==> src/rtl/chacha_stream_ctrl.sv <==
// chacha_stream_ctrl: sequences a byte-serial ChaCha20 core into a keystream source (key/counter/nonce byte file).
// Latency: 1 clear + 64 load + core compute + 64 drain cycles per block; 1 byte/clk while ks_ready stays high.
// Backpressure: ks_ready low stalls core reads; the last byte of a block is held until accepted.
module chacha_stream_ctrl #(
  parameter bit ALLOW_WRAP = 1'b0,
  parameter int TIMEOUT    = 63
) (
  input  logic       clk,
  input  logic       rst,
  input  logic       cfg_we,
  input  logic [5:0] cfg_addr,
  input  logic [7:0] cfg_wdata,
  input  logic       start,
  input  logic       stop,
  output logic       busy,
  output logic       ks_valid,
  output logic [7:0] ks_data,
  input  logic       ks_ready,
  output logic       err_wrap,
  output logic       err_timeout,
  output logic       blk_rst_n,
  output logic       blk_write,
  output logic [7:0] blk_data_in,
  output logic       blk_read,
  input  logic       blk_ready,
  input  logic [7:0] blk_data_out
);

  localparam logic [2:0] S_IDLE  = 3'd0;
  localparam logic [2:0] S_CLEAR = 3'd1;
  localparam logic [2:0] S_LOAD  = 3'd2;
  localparam logic [2:0] S_WAIT  = 3'd3;
  localparam logic [2:0] S_DRAIN = 3'd4;
  localparam logic [2:0] S_NEXT  = 3'd5;
  localparam logic [2:0] S_ERR   = 3'd6;

  localparam int TW = (TIMEOUT > 1) ? $clog2(TIMEOUT) : 1;

  logic [2:0]    state;
  logic [7:0]    regf [48];
  logic [5:0]    load_idx;
  logic [5:0]    rd_cnt;
  logic [TW-1:0] wait_cnt;
  logic          stop_clr;
  logic [7:0]    load_byte;
  logic [31:0]   ctr;
  logic [31:0]   ctr_nxt;

  // Bytes 0..15 of every block: "expand 32-byte k", byte 0 first.
  function automatic logic [7:0] const_byte(input logic [3:0] i);
    case (i)
      4'd0:    return 8'h65;
      4'd1:    return 8'h78;
      4'd2:    return 8'h70;
      4'd3:    return 8'h61;
      4'd4:    return 8'h6e;
      4'd5:    return 8'h64;
      4'd6:    return 8'h20;
      4'd7:    return 8'h33;
      4'd8:    return 8'h32;
      4'd9:    return 8'h2d;
      4'd10:   return 8'h62;
      4'd11:   return 8'h79;
      4'd12:   return 8'h74;
      4'd13:   return 8'h65;
      4'd14:   return 8'h20;
      default: return 8'h6b;
    endcase
  endfunction

  // Block counter lives in state bytes 48..51 (regfile 32..35), little-endian.
  assign ctr     = {regf[35], regf[34], regf[33], regf[32]};
  assign ctr_nxt = ctr + 32'd1;

  always_comb begin
    load_byte = const_byte(load_idx[3:0]);
    if (load_idx >= 6'd16) load_byte = regf[load_idx - 6'd16];
  end

  assign busy        = !rst && (state != S_IDLE) && (state != S_ERR);
  assign blk_rst_n   = ~(rst | (state == S_CLEAR) | stop_clr);
  assign blk_write   = !rst && (state == S_LOAD);
  assign blk_data_in = blk_write ? load_byte : 8'h00;
  assign blk_read    = !rst && (state == S_DRAIN) && (!ks_valid || ks_ready);

  always_ff @(posedge clk) begin
    if (rst) begin
      state       <= S_IDLE;
      load_idx    <= '0;
      rd_cnt      <= '0;
      wait_cnt    <= '0;
      stop_clr    <= 1'b0;
      ks_valid    <= 1'b0;
      ks_data     <= 8'h00;
      err_wrap    <= 1'b0;
      err_timeout <= 1'b0;
      for (int i = 0; i < 48; i++) regf[i] <= 8'h00;
    end else begin
      stop_clr <= 1'b0;

      if (cfg_we && !busy && (cfg_addr >= 6'd16)) regf[cfg_addr - 6'd16] <= cfg_wdata;

      if (ks_valid && ks_ready) ks_valid <= 1'b0;
      if (blk_read) begin
        ks_valid <= 1'b1;
        ks_data  <= blk_data_out;
      end

      if (stop) begin
        state    <= S_IDLE;
        ks_valid <= 1'b0;
        stop_clr <= 1'b1;
      end else begin
        case (state)
          S_IDLE, S_ERR: begin
            if (start) begin
              state       <= S_CLEAR;
              err_wrap    <= 1'b0;
              err_timeout <= 1'b0;
            end
          end
          S_CLEAR: begin
            state    <= S_LOAD;
            load_idx <= '0;
          end
          S_LOAD: begin
            load_idx <= load_idx + 6'd1;
            if (load_idx == 6'd63) begin
              state    <= S_WAIT;
              wait_cnt <= '0;
            end
          end
          S_WAIT: begin
            if (blk_ready) begin
              state  <= S_DRAIN;
              rd_cnt <= '0;
            end else if (wait_cnt == TW'(TIMEOUT - 1)) begin
              state       <= S_ERR;
              err_timeout <= 1'b1;
            end else begin
              wait_cnt <= wait_cnt + 1'b1;
            end
          end
          S_DRAIN: begin
            if (blk_read) begin
              rd_cnt <= rd_cnt + 6'd1;
              if (rd_cnt == 6'd63) state <= S_NEXT;
            end
          end
          S_NEXT: begin
            regf[32] <= ctr_nxt[7:0];
            regf[33] <= ctr_nxt[15:8];
            regf[34] <= ctr_nxt[23:16];
            regf[35] <= ctr_nxt[31:24];
            if ((ctr == 32'hFFFF_FFFF) && !ALLOW_WRAP) begin
              state    <= S_ERR;
              err_wrap <= 1'b1;
            end else begin
              state <= S_CLEAR;
            end
          end
          default: state <= S_IDLE;
        endcase
      end
    end
  end

endmodule

==> config.mk <==
export PLATFORM = sky130hd
export DESIGN_NAME = chacha_stream_ctrl
export DESIGN_NICKNAME = d
export VERILOG_FILES = /design/src/rtl/chacha_stream_ctrl.sv
export SDC_FILE = /design/constraint.sdc
export NUM_CORES = 1
export LEC_CHECK = 0
export BUFFER_PORTS_ARGS = -buffer_cell sky130_fd_sc_hd__clkbuf_2
export CORE_MARGIN = 5
export CORE_UTILIZATION = 30
export DETAILED_ROUTE_END_ITERATION = 10
export SLEW_MARGIN = 20
export SYNTH_ARGS = -nofsm -noshare
export SYNTH_HDL_FRONTEND = slang
export SYNTH_SLANG_ARGS = --single-unit
==> constraint.sdc <==
create_clock -name clk -period 2.6 [get_ports clk]
set_input_delay 0.26 -clock clk [delete_from_list [all_inputs] [get_ports clk]]
set_output_delay 0.26 -clock clk [all_outputs]
set_load 0.05 [all_outputs]
Word level (Yosys, flattened, before mapping):

Memory sizes are Yosys's and may differ from the RTL's. A register that Yosys moved wholly into a read port is not among the register bits.
Index checks and enable logic that the tools add are counted.

* ROM bits: 96
* memory bits (writable): 384
* input bits: 29
* output and inout port bits: 23
* memories: 2
* logic and storage cells: 122
* flip-flop bits (word level): 33

* mux-type cells: 45
* equal/unequal tests: 21
* bitwise operators: 8
* reductions and logical operators: 29
* magnitude comparators: 2
* add/sub/neg operators: 6

Memories
* regf: depth 48, width 8, rd ports 5, clocked after memory_dff 0, write ports 48, line 40 `logic [7:0] regf [48];`
* (name not given): depth 16, width 6, rd ports 1, clocked after memory_dff 1, write ports 0, line 51 `case (i)`

Operators by type and width (count)
* 2-to-1 mux 8 bit: 7
* 2-to-1 mux 6 bit: 6
* case mux 6 bit (2 select lines): 3
* adder 32 x 1 -> 32 bit, second input constant: 1
* == test 32 bit, second input constant: 1
* 2-to-1 mux 3 bit: 7
* adder 6 x 1 -> 6 bit, second input constant: 3
* == test 6 bit, second input constant: 3
* case mux 3 bit (6 select lines): 1
* 2-to-1 mux 1 bit: 17
* AND reduction 5 bit: 3
* inequality test 2 bit, second input constant: 7
* >= comparator 6 x 5 -> 1 bit, second input constant: 2
* nonzero test 2 bit: 6
* subtractor 6 x 5 -> 6 bit, second input constant: 2
* == test 3 bit, second input constant: 3
* logical AND 1 bit: 8
* 2-to-1 mux 4 bit: 2
* AND reduction 4 bit: 2
* OR reduction 8 bit: 1
* == test 3 x 2 -> 1 bit, second input constant: 2
* inequality test 3 bit, second input constant: 2
* OR 1 bit: 6
* inequality test 2 x 1 -> 1 bit, second input constant: 2
* 9 further kinds: 14

Longest topological paths before layout:

Gate-level depths: netlist (run 1).

* depth after elaboration: 11
* gate-level depth with buffers: 12
* depth with buffers taken out: 9

Worst setup path before layout (run 1):

OpenSTA, ideal clock, no wires.

* kind: reg2out
* from: reg load_idx[1]
* to: out blk_data_in[5]
* required time: 2.340 ns
* arrival: 2.655 ns
* buffers on the path: 4
* stages on the path, launching flop included: 9
* slack: -0.315 ns
* cells stage by stage: dfxtp_1 > buf_2 > buf_2 > buf_2 > buf_4 > mux2i_1 > nor2_1 > o22ai_1 > a211oi_1

* word-level cells in the longest chain between the ends: 4
* elaborated cells on any way between the ends: 5
* classes of those cells: add/sub (1); order compare (1); mux (2); memory (1)

Ends and longest elaborated chain
* start: declaration: line 41 `logic [5:0] load_idx;`
* start signal: assignment: line 127 `load_idx <= load_idx + 6'd1;`
* subtractor 6 x 5 -> 6 bit: line 77 `if (load_idx >= 6'd16) load_byte = regf[load_idx - 6'd16];`
* memory read (48 x 8 bit)
* 2-to-1 mux 8 bit (*): line 77
* 2-to-1 mux 8 bit (*): line 83 `assign blk_data_in = blk_write ? load_byte : 8'h00;`
* end: declaration: line 23 `output logic [7:0] blk_data_in,`

Mark *: on every way between the ends. The rest lies on a longest branch, timed or not.

Final worst setup path (run 1):

* from: reg load_idx[1]
* to: out blk_data_in[0]

The elaborated chain is that of the path after synthesis.

==> run metrics, run 1 <==
result of the run complete, but fails checks; failing checks negative setup slack; capturing element type of the critical path output port; antenna violations before repair 2; overall die area just over 90000 um^2; Register Area 16200 um^2; unrepaired setup endpoints after global routing yes; fin worst setup slack -0.706 ns; final net count 2151; synthesis-to-layout area growth 23.2%; via count approximately 16000; cell types with the highest counts after synthesis edfxtp_1 (512), and2_1 (361), mux4_2 (116); startpoint of the worst-slack reg-to-reg timing path load_idx[1]; final design area excluding fillers 31800 um^2; 1st-pass router iterations 5; largest net degree at the start of global routing 39; per-instance average area after synthesis between 10 and 15 um^2; area share of fa/ha/maj cells after synthesis 0.533%; Startpoint Class register; WL/cell 20.4 um; class of the most critical setup path reg -> out; Sink Count 551; count of unresolved DRC violations after routing 0; core area approximately 85000 um^2; count of buffers from port buffering 51; Critical Path Start load_idx[1]; largest buffer count on any clock path 3; share of synthesized area spent on multiplexers between 10% and 20%; clock insertion delay at the later pin of the skew report roughly 0.62 ns; Slew HR between 40% and 50%; power density over the cells 608 nW/um^2; top-area cell type share of the netlist area approximately 60%; actual slew at the worst max-slew pin 0.808 ns; starting density of the core 30.3%; number of cells produced by synthesis 1770; via density per instance a little under 5; site row count 107; dominant combinational cell family by area after synthesis simple AND/OR/NAND/NOR gates; upper clock frequency limit 302 MHz; Synth Area in Compound Gates 4.61%; share of flip-flops with an asynchronous set or reset after synthesis 0%; Yosys reg bits 551; total cell area at the placement stage 29200 um^2; layout cells sized above 1 a little over a quarter; overall die width 303 um; final number of setup-violating endpoints 8; class of the worst hold path in -> reg; hold_sp rst; antenna-violating nets left 0; Die Y 303 um; period utilization 127%; Seq/Total Area, Yosys about 63%; number of CTS-inserted buffers 58; Yosys top cell by area edfxtp_1; netlist area before placement between 20000 and 30000 um^2; non-filler instance count after layout 3304; gr usage total 14.5%; crit path time final 3.31 ns; CP Data Required Time 2.34 ns; worst clock skew 0.0221 ns; total count of max-transition violations in the final report 0; Clock Tree Root clkbuf_16; number of distinct standard cells referenced by the synthesized netlist 83; P_leak 0.0115 uW; CTS tree yes; YS warnings 0; share of synthesized cell area in and, or, nand and nor gates 15.6%; EDFF count, synth between 500 and 600; count of fill cells added during filler insertion approximately 8000; most frequent cell after synthesis edfxtp_1; Inst Count DP 3168; XOR/XNOR Fraction of Synth Area 1.52%; gp weighted congestion 0.886; clock slew at the register clock pins of the worst setup and hold paths 0.06 ns; multi-input combinational cell area just under 10000 um^2; post-layout utilization of the core a little under two fifths; maxcap violations 0; wire length of the first global-routing pass ~100000 um; commonest register cell after synthesis edfxtp_1; leftover overflow at the end of global routing 0; DRT Wirelength 67400 um; CTS H-tree depth 2; via count of the first global-routing pass approximately 16000; Data arrival, critical path just over 3 ns; worst supply voltage drop on vdd 0.000463 V; starting DRC count in detailed routing roughly 1500; final number of hold-violating endpoints 0; crit path max fanout 6; top area cells in the synthesized netlist edfxtp_1 (60%), mux4_2 (10%), and2_1 (8.7%); number of top-level pins 52; Detailed Place HPWL roughly 47000 um
[state kept, by name (all words and copies together) (netlist names), named ones only]
| name | count |
|---|---|
| err_timeout | 1 |
| err_wrap | 1 |
| ks_data | 8 |
| ks_valid | 1 |
| load_idx | 6 |
| rd_cnt | 6 |
| regf | 512 |
| state | 3 |
| stop_clr | 1 |
| wait_cnt | 6 |
[routing by layer]
metal	wire, um	GRT usage (%)	vias to the layer above
met5	0	0	-
met4	1780	3.89	0
met3	4980	2.78	114
met2	32000	23.5	519
met1	28600	20.1	8175
li1	-	-	7238
[final timing paths]
kind	end	slack, ns	cells past startpoint
max	blk_data_in[0]	-0.71	7
min	rd_cnt[1]	0.05	3
max reg2reg	register	0.10	11
min reg2reg	ks_data[0]	0.47	2
[layout make-up]
class / instances / area share (%)
Multi-Input combinational cell: 1210 / 30.9
Inverter: 23 / 0.275
Tap cell: 1144 / 4.50
Sequential cell: 551 / 50.8
Antenna cell: 4 / 0.0314
Clock inverter: 27 / 0.876
Clock buffer: 78 / 4.86
Timing Repair Buffer: 267 / 7.77
[timing repair]
action / CTS / global route
endpoints found under the setup margin: 11 / 11
endpoints found under the hold margin: 9 / 0
setup buffers: 12 / 5
gates cloned: 1 / 0
pin swaps: 15 / 17
gates resized for setup: 65 / 42
hold buffers: 9 / 0
[placed cells by master (no fill, tap or decap), drive strengths merged, types with 8 or more instances in the layout]
| cell type | count |
|---|---|
| edfxtp | 512 |
| and2 | 361 |
| buf | 217 |
| conb | 128 |
| clkbuf | 119 |
| mux4 | 116 |
| nor2 | 87 |
| nand2 | 67 |
| or2 | 46 |
| mux2i | 44 |
| dfxtp | 39 |
| nand3 | 35 |
| xnor2 | 32 |
| a22o | 27 |
| inv | 25 |
| mux2 | 19 |
| clkinv | 18 |
| a21oi | 16 |
| nand3b | 15 |
| nor3 | 15 |
| nand4 | 14 |
| o21ai | 14 |
| a22oi | 13 |
| xor2 | 12 |
| nor4 | 12 |
| ha | 11 |
| dlygate4sd3 | 9 |
| o31ai | 9 |
| a221oi | 9 |
| and3 | 8 |
| nor2b | 8 |
[where the power goes]
group | leakage [uW] | switching, uW | internal [uW] | total [uW]
clock network | 0.000886 | 3440 | 4650 | 8090
logic | 0.00508 | 618 | 409 | 1030
registers | 0.00552 | 144 | 10100 | 10200
total | 0.0115 | 4200 | 15100 | 19300
[stage by stage]
step / total power, uW / setup TNS (ns) / setup WS (ns) / hold slack, ns
3_3_place_gp: 11400 / -1.33 / -0.267 / 0.446
4_1_cts: 19500 / -5.58 / -0.721 / 0.0107
2_1_floorplan: 10900 / 0 / 0.0444 / 0.359
5_1_grt: 20000 / -5.95 / -0.773 / 0.0645
6_report: 19300 / -5.38 / -0.706 / 0.0496
3_5_place_dp: 11400 / -1.50 / -0.295 / 0.455
[cell families after synthesis]
kind of cell | count (synthesis)
other | 1
AOI/OAI and AO/OA | 155
and+or+nand+nor | 693
DFF | 551
xor gates and xnor gates | 44
adders and majority gates | 11
muxes | 179
buffers and inverters | 136
[critical path: stages (launching register included)]
cell and delay [ns]:
dfxtp_4 0.38, nand3b_1 0.40, buf_4 0.30, o22ai_1 0.36, a2111oi_4 0.11, a311oi_2 0.35, a221o_1 0.31, buf_8 0.19
Power figures use the tool's default switching activity.
==> inputs of run 2 (changes only) <==
--- a/config.mk
+++ b/config.mk
@@ -5,10 +5,11 @@
 export SDC_FILE = /design/constraint.sdc
 export NUM_CORES = 1
 export LEC_CHECK = 0
-export BUFFER_PORTS_ARGS = -buffer_cell sky130_fd_sc_hd__clkbuf_2
+export BUFFER_PORTS_ARGS = -buffer_cell sky130_fd_sc_hd__buf_2
 export CORE_MARGIN = 5
 export CORE_UTILIZATION = 30
 export DETAILED_ROUTE_END_ITERATION = 10
+export MAX_ROUTING_LAYER = met4
 export SLEW_MARGIN = 20
 export SYNTH_ARGS = -nofsm -noshare
 export SYNTH_HDL_FRONTEND = slang
==> run metrics, run 2 (synthesis results as in run 1) <==
gp weighted congestion 0.869 (was 0.886); class of the most critical setup path reg -> out (unchanged); CP Data Required Time 2.34 ns (about the same); register with the most flip-flops regf (unchanged); commonest cells after routing, fill and taps aside edfxtp_1 (512), and2_1 (361), buf_4 (181) (was edfxtp_1 (512), and2_1 (360), buf_4 (166)); CTS H-tree depth 2 (unchanged); final number of setup-violating endpoints 8 (unchanged); combinational fraction of design power 5.2% (was 5.3%); standard cell with the maximum stage delay on the critical path mux4_2 (was nand3b_1); fin worst setup slack -0.705 ns (was -0.706 ns); crit path time final 3.30 ns (was 3.31 ns); number of top-level pins 52 (unchanged); Cell Chain, Critical Path buf_12 > mux4_2 > a22o_4 > a2111oi_4 > a311oi_2 > a221o_2 > buf_6 (was nand3b_1 > buf_4 > o22ai_1 > a2111oi_4 > a311oi_2 > a221o_1 > buf_8); largest net degree at the start of global routing 67 (was 39); register share of total power 52.4% (was 52.9%); biggest registers after layout regf (512), ks_data (8) (unchanged); failing checks negative setup slack (unchanged); post-layout utilization of the core 37.2% (was 37.3%); Sink Count 551 (unchanged); Die Y 303 um (unchanged); site row count 107 (unchanged); P_leak 0.0115 uW (about the same); period utilization 127% (about the same); number of CTS-inserted buffers 58 (unchanged); sw power 4230 uW (was 4200 uW); DRT Wirelength 67500 um (was 67400 um); 1st-pass router iterations 5 (unchanged); Inst Count DP 3172 (was 3168); Place WS -0.219 ns (was -0.295 ns); Startpoint Class register (unchanged); instance count along the most critical hold path 1 (was 3); sum of negative setup slack -5.40 ns (was -5.38 ns); most common cell after layout, fill and taps aside edfxtp_1 (unchanged); antenna violations before repair 3 (was 2); Detailed Place HPWL 46800 um (was 47100 um); final net count 2159 (was 2151); fraction of power spent switching nets 21.7% (about the same); starting density of the core 30.3% (unchanged); overall die area 92100 um^2 (unchanged); Internal Pwr Total 15300 uW (was 15100 uW); overall die width 303 um (unchanged); layout cells sized above 1 27.4% (was 27.3%); via density per instance 4.86 (about the same); count of cells along the worst register-to-register path 7 (was 11); largest buffer count on any clock path 3 (unchanged); total count of max-transition violations in the final report 0 (unchanged); Clock Tree Root clkbuf_16 (unchanged); number of flip-flops under the largest register name 512 (unchanged); capturing element type of the critical path output port (unchanged); synthesis-to-layout area growth 22.8% (was 23.2%); clock slew at the register clock pins of the worst setup and hold paths 0.06 ns (about the same); CTS tree yes (unchanged); Data arrival, critical path 3.04 ns (was 3.05 ns); worst clock skew 0.0114 ns (was 0.0221 ns); antenna-violating nets left 0 (unchanged); via count of the first global-routing pass 16500 (was 16300); clock insertion delay at the later pin of the skew report 0.62 ns (about the same); Slew HR 42.7% (was 46.2%); starting DRC count in detailed routing 1413 (was 1521); upper clock frequency limit 303 MHz (was 302 MHz); WL/cell 20.4 um (about the same); core area 85300 um^2 (unchanged); non-filler instance count after layout 3314 (was 3304); result of the run complete, but fails checks (unchanged); actual slew at the worst max-slew pin 0.860 ns (was 0.808 ns); CP max stage delay 0.54 ns (was 0.40 ns); crit path max fanout 6 (unchanged); final number of hold-violating endpoints 0 (unchanged); unrepaired setup endpoints after global routing yes (unchanged); final worst hold slack 0.0425 ns (was 0.0496 ns); count of unresolved DRC violations after routing 0 (unchanged); worst supply voltage drop on vdd 0.000499 V (was 0.000463 V); power density over the cells 615 nW/um^2 (was 608 nW/um^2); part of the power in the clock network 42.4% (was 41.8%); gr usage total 15.0% (was 14.5%); maxcap violations 0 (unchanged); leftover overflow at the end of global routing 0 (unchanged); count of buffers from port buffering 51 (unchanged); via count 16100 (was 16000); class of the worst hold path in -> reg (unchanged); wire length of the first global-routing pass 102000 um (about the same)
==> run 2: cell count changes in the layout (fill, tap and decap cells not counted), sizes merged <==
cell / change
buf: +47
clkbuf: -45
clkinv: +4
clkinvlp: +3
bufinv: +2
diode: -1
==> run 2: critical path, delay by kind of cell, from the launching register on <==
family | cells | cell delay (ns)
muxes | 1 | 0.54
DFF | 1 | 0.43
buffers and inverters | 2 | 0.36
AOI/OAI and AO/OA | 4 | 1.08
==> run 2: power by group through the flow <==
stage	Clock, uW	Sequential [uW]	Combinational, uW
floorplan	0	10300	576
global placement	0	10400	951
detailed placement	0	10400	970
CTS	8430	10200	999
global route	8810	10300	1080
finish	8280	10200	1010
==> run 2: cell type report <==
type / instances / area (um^2)
antenna: 3 / 7.51
timing repair buffer: 275 / 2410
fill: 8061 / 53600
clock inverter: 36 / 379
inverter: 23 / 90.1
multi-input combinational: 1210 / 9730
tap: 1144 / 1430
sequential: 551 / 16200
clock buffer: 72 / 1500
==> run 2: final timing paths <==
check | slack, ns | startpoint | end
max reg2reg | 0.11 | state[2] | regf[43][2]
max | -0.70 | load_idx[0] | blk_data_in[0]
min | 0.04 | cfg_wdata[3] | regf[63][3]
min reg2reg | 0.47 | ks_data[2] | ks_data[2]
==> run 2: timing repair <==
item / CTS / global route
setup endpoints to repair: 11 / 13
gates cloned: 0 / 2
hold endpoints to repair: 9 / 0
hold buffers: 9 / 0
setup buffers: 16 / 4
pin swaps: 13 / 14
gates resized for setup: 45 / 30
==> run 2: metrics by stage <==
step           instance area, um^2  total power [uW]
2_1_floorplan                26300             10900
3_3_place_gp                 29200             11300
3_5_place_dp                 29200             11400
4_1_cts                      31500             19700
5_1_grt                      31700             20100
6_report                     31700             19500
==> run 2: per-layer routing <==
| metal | wire length [um] | vias up | track usage, % |
|---|---|---|---|
| met5 | 0 | - | - |
| met3 | 4690 | 91 | 2.59 |
| met4 | 1380 | 0 | 3.26 |
| met1 | 29200 | 8211 | 20.1 |
| li1 | - | 7273 | - |
| met2 | 32200 | 525 | 24.0 |
==> inputs of run 3 (changes only) <==
--- a/config.mk
+++ b/config.mk
@@ -6,10 +6,12 @@
 export NUM_CORES = 1
 export LEC_CHECK = 0
 export BUFFER_PORTS_ARGS = -buffer_cell sky130_fd_sc_hd__buf_2
+export CAP_MARGIN = 20
 export CORE_MARGIN = 5
-export CORE_UTILIZATION = 30
+export CORE_UTILIZATION = 57
 export DETAILED_ROUTE_END_ITERATION = 10
 export MAX_ROUTING_LAYER = met4
+export PLACE_DENSITY = 0.74
 export SLEW_MARGIN = 20
 export SYNTH_ARGS = -nofsm -noshare
 export SYNTH_HDL_FRONTEND = slang
==> run metrics, run 3 (synthesis results as in run 1) <==
result of the run complete, but fails checks (unchanged); failing checks negative setup slack (unchanged); leftover overflow at the end of global routing 0 (unchanged); via count 16400 (was 16100); overall die area 49700 um^2 (was 92100 um^2); Sink Count 551 (unchanged); capturing element type of the critical path output port (unchanged); commonest cells after routing, fill and taps aside edfxtp_1 (512), and2_1 (360), buf_4 (140) (was edfxtp_1 (512), and2_1 (361), buf_4 (181)); count of cells along the worst register-to-register path 9 (was 7); class of the most critical setup path reg -> out (unchanged); Detailed Place HPWL 43300 um (was 46800 um); gp weighted congestion 0.934 (was 0.869); worst supply voltage drop on vdd 0.000579 V (was 0.000499 V); 1st-pass router iterations 5 (unchanged); antenna violations before repair 2 (was 3); Place WS -0.141 ns (was -0.219 ns); unrepaired setup endpoints after global routing yes (unchanged); final number of hold-violating endpoints 0 (unchanged); register with the most flip-flops regf (unchanged); setup slack, reg-to-reg -0.02 ns (was 0.11 ns); final design area excluding fillers 30700 um^2 (was 31700 um^2); antenna-violating nets left 0 (unchanged); largest net degree at the start of global routing 65 (was 67); non-filler instance count after layout 2724 (was 3314); via density per instance 6.02 (was 4.86); startpoint of the worst-slack reg-to-reg timing path load_idx[0] (was state[2]); final number of setup-violating endpoints 9 (was 8); Startpoint Class register (unchanged); crit path max fanout 11 (was 6); DRT Wirelength 65100 um (was 67500 um); synthesis-to-layout area growth 18.9% (was 22.8%); worst clock skew 0.0273 ns (was 0.0114 ns); number of CTS-inserted buffers 55 (was 58); wire length of the first global-routing pass 98200 um (was 102000 um); power density over the cells 629 nW/um^2 (was 615 nW/um^2); total cell area at the placement stage 28300 um^2 (was 29200 um^2); CTS tree yes (unchanged); site row count 78 (was 107); Die Y 223 um (was 303 um); maxcap violations 0 (unchanged); most common cell after layout, fill and taps aside edfxtp_1 (unchanged); total count of max-transition violations in the final report 0 (unchanged); layout cells sized above 1 25.8% (was 27.4%); biggest registers after layout regf (512), ks_data (8) (unchanged); end of the worst hold path state[0] (was regf[63][3]); number of top-level pins 52 (unchanged); P_leak 0.0113 uW (was 0.0115 uW); actual slew at the worst max-slew pin 0.786 ns (was 0.860 ns); Clock Tree Root clkbuf_16 (unchanged); CP Data Required Time 2.34 ns (about the same); starting density of the core 57.3% (was 30.3%); core area 45100 um^2 (was 85300 um^2); final net count 2116 (was 2159); WL/cell 23.9 um (was 20.4 um); clock insertion delay at the later pin of the skew report 0.63 ns (was 0.62 ns); starting DRC count in detailed routing 2055 (was 1413); overall die width 223 um (was 303 um); Inst Count DP 2595 (was 3172); clock slew at the register clock pins of the worst setup and hold paths 0.06 ns (about the same); fin worst setup slack -0.649 ns (was -0.705 ns); via count of the first global-routing pass 16100 (was 16500); Data arrival, critical path 2.99 ns (was 3.04 ns); Slew HR 47.2% (was 42.7%); crit path time final 3.25 ns (was 3.30 ns); period utilization 125% (was 127%); largest buffer count on any clock path 3 (unchanged); class of the worst hold path in -> reg (unchanged); instance count along the most critical hold path 4 (was 1); hold_sp blk_ready (was cfg_wdata[3]); upper clock frequency limit 308 MHz (was 303 MHz); count of unresolved DRC violations after routing 0 (unchanged); CTS H-tree depth 2 (unchanged); gr usage total 26.6% (was 15.0%); count of buffers from port buffering 51 (unchanged); number of flip-flops under the largest register name 512 (unchanged)
[run 3: cell types whose count changed in the layout (fill, tap and decap cells not counted), sizes merged]
cell	previous run	this run
clkbuf	74	68
inv	25	26
clkinvlp	5	3
clkinv	22	21
buf	264	225
bufinv	7	8
[run 3: worst max-delay path: stages, from the launching register on]
cell and delay, ns:
dfxtp_4 0.46, buf_12 0.18, buf_4 0.12, mux4_2 0.54, mux4_2 0.51, mux2i_4 0.25
o22ai_4 0.14, buf_6 0.18
[run 3: how the worst max path moves through the flow]
stage,from,end,slack (ns),depth (start not counted)
floorplan,load_idx[0],blk_data_in[1],0.04,9
global placement,load_idx[0],blk_data_in[4],-0.1,8
detailed placement,load_idx[0],blk_data_in[7],-0.14,7
CTS,load_idx[0],blk_data_in[7],-0.68,8
global route,load_idx[0],blk_data_in[7],-0.70,7
finish,load_idx[0],blk_data_in[7],-0.65,7
[run 3: metal layers]
metal	vias to the layer above	global-route usage (%)	part of all wire [%]
li1	7164	-	-
met1	8307	37.0	40
met2	798	42.2	49
met3	116	3.55	8.7
met4	0	7.85	2.6
met5	-	-	0
[run 3: final cells by class]
class	count	area, um^2
Inverter	23	87.6
Tap cell	600	751
Antenna cell	3	7.51
Fill cell	3094	14400
Sequential cell	551	16200
Multi-Input combinational cell	1210	9820
Timing Repair Buffer	235	2090
Clock inverter	35	383
Clock buffer	67	1420
[run 3: power by group]
| group | internal (uW) | total (uW) | leakage [uW] | switching, uW |
|---|---|---|---|---|
| Combinational | 397 | 1020 | 0.00490 | 620 |
| Sequential | 10100 | 10200 | 0.00552 | 151 |
| Clock | 4680 | 8080 | 0.000874 | 3400 |
[run 3: repair_timing]
action,4_1_cts,5_1_grt
buffers inserted,9,6
setup endpoints to repair,11,18
hold endpoints to repair,9,0
gates resized for setup,51,36
hold buffers,9,0
gates cloned,2,1
pin swaps,11,5
[run 3: stage by stage]
stage / util [%] / setup TNS, ns / total power, uW / hold WS [ns]
3_3_place_gp: 62.7 / -0.423 / 11300 / 0.444
2_1_floorplan: - / 0 / 10900 / 0.359
6_report: 68.1 / -4.87 / 19300 / 0.0864
3_5_place_dp: 62.7 / -0.591 / 11400 / 0.448
4_1_cts: 67.7 / -5.03 / 19400 / 0.0467
5_1_grt: 68.1 / -5.66 / 19900 / 0.115
